==> src/rtl/parity_scan_pkg.sv <==
// ============================================================================
// parity_scan_pkg : shared state encoding, parity-mode and word-field constants
// Revision 1.0
// ============================================================================
`default_nettype none

package parity_scan_pkg;

    localparam logic [1:0] ST_IDLE  = 2'd0;
    localparam logic [1:0] ST_SCAN  = 2'd1;
    localparam logic [1:0] ST_DRAIN = 2'd2;
    localparam logic [1:0] ST_DONE  = 2'd3;

    localparam logic MODE_EVEN = 1'b0;
    localparam logic MODE_ODD  = 1'b1;

    // Stored word layout: data in [DATA_W:DATA_LSB], parity in [PAR_IDX]
    localparam int PAR_IDX  = 0;
    localparam int DATA_LSB = 1;

endpackage

`default_nettype wire

==> src/rtl/parity_word_check.sv <==
// ============================================================================
// parity_word_check : combinational parity check of one stored word
// Revision 1.0
// ============================================================================
`default_nettype none

module parity_word_check
    import parity_scan_pkg::*;
#(
    parameter int DATA_W = 8
) (
    input  logic [DATA_W:0] word,
    input  logic            odd,
    output logic            ok
);

    logic w_data_xor;
    logic w_par;

    assign w_data_xor = ^word[DATA_W:DATA_LSB];
    assign w_par      = word[PAR_IDX];
    assign ok         = (odd == MODE_ODD) ? (w_data_xor != w_par)
                                          : (w_data_xor == w_par);

endmodule

`default_nettype wire

==> src/rtl/parity_scan_engine.sv <==
// ============================================================================
// parity_scan_engine : walks a word memory and reports per-word parity results
// Revision 1.0
// ============================================================================
`default_nettype none

module parity_scan_engine
    import parity_scan_pkg::*;
#(
    parameter int DATA_W = 8,
    parameter int DEPTH  = 16,
    parameter int ADDR_W = $clog2(DEPTH),
    parameter int CNT_W  = $clog2(DEPTH + 1)
) (
    input  logic              clk,
    input  logic              reset,
    input  logic              start,
    input  logic              odd_mode,
    input  logic              stop_on_err,
    output logic              mem_en,
    output logic [ADDR_W-1:0] mem_addr,
    input  logic [DATA_W:0]   mem_rdata,
    output logic              busy,
    output logic              chk_valid,
    output logic              chk_ok,
    output logic [ADDR_W-1:0] chk_addr,
    output logic [CNT_W-1:0]  err_count,
    output logic              err_flag,
    output logic [ADDR_W-1:0] first_err_addr,
    output logic              done
);

    logic [1:0]        r_state;
    logic [ADDR_W-1:0] r_addr;
    logic              r_odd;
    logic              r_stop;
    logic              r_rd_valid;
    logic [ADDR_W-1:0] r_rd_addr;
    logic              r_chk_valid;
    logic              r_chk_ok;
    logic [ADDR_W-1:0] r_chk_addr;
    logic [CNT_W-1:0]  r_err_count;
    logic [ADDR_W-1:0] r_first_err;
    logic              r_done;

    logic w_ok;
    logic w_fail;
    logic w_stop;
    logic w_start;
    logic w_last_addr;

    parity_word_check #(
        .DATA_W (DATA_W)
    ) u_check (
        .word (mem_rdata),
        .odd  (r_odd),
        .ok   (w_ok)
    );

    assign w_fail      = r_rd_valid && !w_ok;
    assign w_stop      = w_fail && r_stop && (r_state == ST_SCAN);
    assign w_start     = start && ((r_state == ST_IDLE) || (r_state == ST_DONE));
    assign w_last_addr = (r_addr == ADDR_W'(DEPTH - 1));

    always_ff @(posedge clk or posedge reset) begin
        if (reset) begin
            r_state     <= ST_IDLE;
            r_addr      <= '0;
            r_odd       <= MODE_EVEN;
            r_stop      <= 1'b0;
            r_rd_valid  <= 1'b0;
            r_rd_addr   <= '0;
            r_chk_valid <= 1'b0;
            r_chk_ok    <= 1'b0;
            r_chk_addr  <= '0;
            r_err_count <= '0;
            r_first_err <= '0;
            r_done      <= 1'b0;
        end else begin
            r_done      <= 1'b0;
            r_chk_valid <= r_rd_valid;
            r_chk_ok    <= r_rd_valid && w_ok;
            if (r_rd_valid) begin
                r_chk_addr <= r_rd_addr;
            end
            // A read issued in the cycle that triggers an early stop is dropped here
            r_rd_valid <= (r_state == ST_SCAN) && !w_stop;
            r_rd_addr  <= r_addr;

            if (w_fail) begin
                r_err_count <= r_err_count + CNT_W'(1);
                if (r_err_count == '0) begin
                    r_first_err <= r_rd_addr;
                end
            end

            case (r_state)
                ST_IDLE, ST_DONE: begin
                    if (w_start) begin
                        r_state     <= ST_SCAN;
                        r_addr      <= '0;
                        r_odd       <= odd_mode;
                        r_stop      <= stop_on_err;
                        r_err_count <= '0;
                        r_first_err <= '0;
                    end
                end
                ST_SCAN: begin
                    if (w_stop) begin
                        r_state <= ST_DONE;
                        r_done  <= 1'b1;
                        r_addr  <= '0;
                    end else if (w_last_addr) begin
                        r_state <= ST_DRAIN;
                        r_addr  <= '0;
                    end else begin
                        r_addr <= r_addr + ADDR_W'(1);
                    end
                end
                ST_DRAIN: begin
                    r_state <= ST_DONE;
                    r_done  <= 1'b1;
                end
                default: begin
                    r_state <= ST_IDLE;
                end
            endcase
        end
    end

    assign mem_en         = (r_state == ST_SCAN);
    assign mem_addr       = r_addr;
    assign busy           = (r_state == ST_SCAN) || (r_state == ST_DRAIN) || r_done;
    assign chk_valid      = r_chk_valid;
    assign chk_ok         = r_chk_ok;
    assign chk_addr       = r_chk_addr;
    assign err_count      = r_err_count;
    assign err_flag       = (r_err_count != '0);
    assign first_err_addr = r_first_err;
    assign done           = r_done;

endmodule

`default_nettype wire

==> config.mk <==
export PLATFORM = sky130hd
export DESIGN_NAME = parity_scan_engine
export DESIGN_NICKNAME = d
export VERILOG_FILES = /design/src/rtl/parity_scan_pkg.sv /design/src/rtl/parity_word_check.sv /design/src/rtl/parity_scan_engine.sv
export SDC_FILE = /design/constraint.sdc
export NUM_CORES = 1
export LEC_CHECK = 0
export ABC_AREA = 1
export CORE_MARGIN = 2
export CORE_UTILIZATION = 43
export CTS_CLUSTER_SIZE = 24
export DETAILED_ROUTE_END_ITERATION = 10
export GPL_TIMING_DRIVEN = 0
export PLACE_DENSITY = 0.77
export RECOVER_POWER = 25
export SETUP_SLACK_MARGIN = 0.1
export SLEW_MARGIN = 0
export SYNTH_ARGS = -nofsm -noshare
export SYNTH_HDL_FRONTEND = slang
export SYNTH_SLANG_ARGS = --single-unit
==> constraint.sdc <==
create_clock -name clk -period 1.54 [get_ports clk]
set_input_delay 0.231 -clock clk [delete_from_list [all_inputs] [get_ports clk]]
set_output_delay 0.231 -clock clk [all_outputs]
set_load 0.03 [all_outputs]
==> out/qor.csv <==
metric,value,unit
run status,"finished, violations left",
violated checks,setup timing,
Fin Setup TNS,-338,ps
"Setup violations, final",11,
Cells after Synth,184,
Final Critical Period,1680,ps
number of global-route vias before repair,1394,
Synth Net Count,203,
IO Port Bufs,36,
Post-route DRC,0,
post-synthesis simple-gate area fraction,0.271,
hold_sp,stop_on_err,
Netlist cell types,18,
die area,3900,um^2
PwrDens,1980,nW/um^2
antenna-violating nets left,0,
adder-cell share of the synthesized area,0.0426,
Bufs on Longest Clock Path,2,
RSZ-0062 raised after global routing,yes,
Final Cycle Share,1.09,
worst hold path type,in -> reg,
setup ws final,-138,ps
CTS root buffer,clkbuf_4,
Yosys top cell by area,dfrtp_1,
Hold Path End,r_stop,
grt ovf,0,
xor and xnor area share after synthesis,0.0418,
pre-CTS setup slack,-532,ps
diode count,0,
GP Congestion,0.803,
TritonCTS clock tree,done,
router iterations before antenna repair,4,
initial antenna violation count,0,
worst reg-to-reg path cell count,10,
WS Path Type,reg -> out,
DRT iter0 DRCs,59,
clock skew,12.3,ps
std cell rows,21,
CTS Buf Count,5,
Worst R2R Setup Slack,-50,ps
Final Hold Viols,0,
post-DP HPWL,2180,um
routed len/inst,12.5,um
Worst-path clk slew,100,ps
total count of max-transition violations in the final report,0,
CTS sink count,29,
final WL,3730,um
mux contribution to synthesized area,0,
largest family of logic cells by synthesized area,simple AND/OR/NAND/NOR gates,
Syn Area/Cell,7.98,um^2
max frequency,596,MHz
Slew HR,0.277,
IO Count,37,
Skew-Pair Late Insertion Delay,340,ps
"commonest non-fill, non-tap cell in the layout",nand2_1,
LEAKAGE,1.26,nW
fillcell total,268,
H-tree levels,2,
global-route total usage across every layer,0.205,
post-synthesis compound-gate area fraction,0.0810,
CP arrival,1450,ps
drt via density,4.90,
worst hold stages,3,
Seq cells post-synth,29,
Layout Nets,270,
global-route wire length before repair,6260,um
synthesized cell area,1470,um^2
reg2reg end,mem_addr[3],
VDD IR max,1270,uV
Setup crit end kind,output pin,
Layout area overhead,61.1,%
Yosys top cell area share,0.494,
Core Box Area,3310,um^2
hold_buf cts,0,
crit path launch type,flip-flop,
sequential element share of the synthesized area,0.494,
Vias,1461,
Die X,62.4,um
worst hold margin,414,ps
measured slew at the worst slew-check pin,1080,ps
most frequent cells in the layout,"48 x nand2_1, 29 x dfrtp_1, 19 x dlygate4sd2_1, 18 x inv_1, 18 x buf_4",
largest net degree at the start of global routing,30,
die height,62.4,um
required time of the critical path,1310,ps
Worst R2R Start,r_state[0],
fraction of layout cells with a size suffix above 1,0.385,
Initial Util,0.443,
Max Fanout on Critical Path,3,
max-cap viol count,0,
ranking of synthesized cells by area,"dfrtp_1 49%, nand2_1 17%, inv_1 6.6%",
synth warn,0,
[sequential cells by signal, indices dropped and copies added (netlist names), 2 cells and up]
signal and count:
chk_addr 4, err_count 5, first_err_addr 4, mem_addr 4, r_rd_addr 4, r_state 2
[final cells by class]
class / instances / area [um^2] / area share
well taps: 46 / 57.6 / 0.0243
repair buffers: 60 / 531 / 0.224
inverters: 27 / 114 / 0.0481
clock buffers: 5 / 37.5 / 0.0159
flip-flops and latches: 29 / 726 / 0.307
clock inverters: 3 / 22.5 / 0.00952
multi-input cells: 128 / 877 / 0.371
[stage by stage]
step                      cells  instance area [um^2]  total power [mW]  utilization
final                       298                  2360              4.68        0.714
after global routing        298                  2360              4.99        0.714
after CTS                   292                  2190              4.21        0.662
after detailed placement    266                  1920              3.13        0.580
after global placement      266                  1920              3.09        0.580
after floorplan             184                  1500              2.48            -
[timing repair]
action / CTS / global route
pin swaps: 14 / 21
setup endpoints to repair: 36 / 26
buffers inserted: 18 / 7
resized for setup: 88 / 48
[per-layer routing]
| layer | wire, um | up-vias | global-route usage |
|---|---|---|---|
| li1 | - | 719 | - |
| met1 | 1570 | 705 | 0.239 |
| met2 | 1960 | 29 | 0.356 |
| met3 | 132 | 8 | 0.0468 |
| met4 | 66 | 0 | 0.0972 |
| met5 | 0 | - | 0 |
[where the power goes]
part           internal [mW]  total [mW]  switching, mW
clock network          0.176       0.475          0.299
registers              0.989        1.19          0.197
logic                   1.36        3.02           1.66
[critical path, stage by stage (launching register included)]
cell and delay [ps]:
dfrtp_1 420, ha_4 300, inv_6 30, or2_4 210, buf_6 130
[how the worst max path moves through the flow]
| stage | from | slack (ps) | end |
|---|---|---|---|
| final | r_state[1] | -140 | busy |
| after global routing | r_state[1] | -180 | busy |
| after CTS | r_state[1] | -170 | busy |
| after detailed placement | mem_rdata[5] | -530 | first_err_addr[2] |
| after global placement | mem_rdata[5] | -500 | first_err_addr[2] |
| after floorplan | r_state[0] | 110 | mem_addr[3] |
[Yosys cell counts (all sizes together)]
| library cell | number |
|---|---|
| nand2 | 68 |
| nand3 | 15 |
| xnor2 | 3 |
| inv | 27 |
| ha | 5 |
| dfrtp | 29 |
| o21ai | 10 |
| nand4 | 2 |
| or2 | 4 |
| nor2 | 3 |
| a21oi | 13 |
| xor2 | 4 |
| and3 | 1 |
[kinds of logic (layout without fill, tap and decap cells)]
group | count (synthesis) | after routing
adders and majority gates | 5 | 5
and+or+nand+nor | 93 | 93
DFF | 29 | 29
xor gates and xnor gates | 7 | 7
AOI/OAI and AO/OA | 23 | 23
buffers and inverters | 27 | 95
Note: power is estimated with default switching activity, not from simulation.
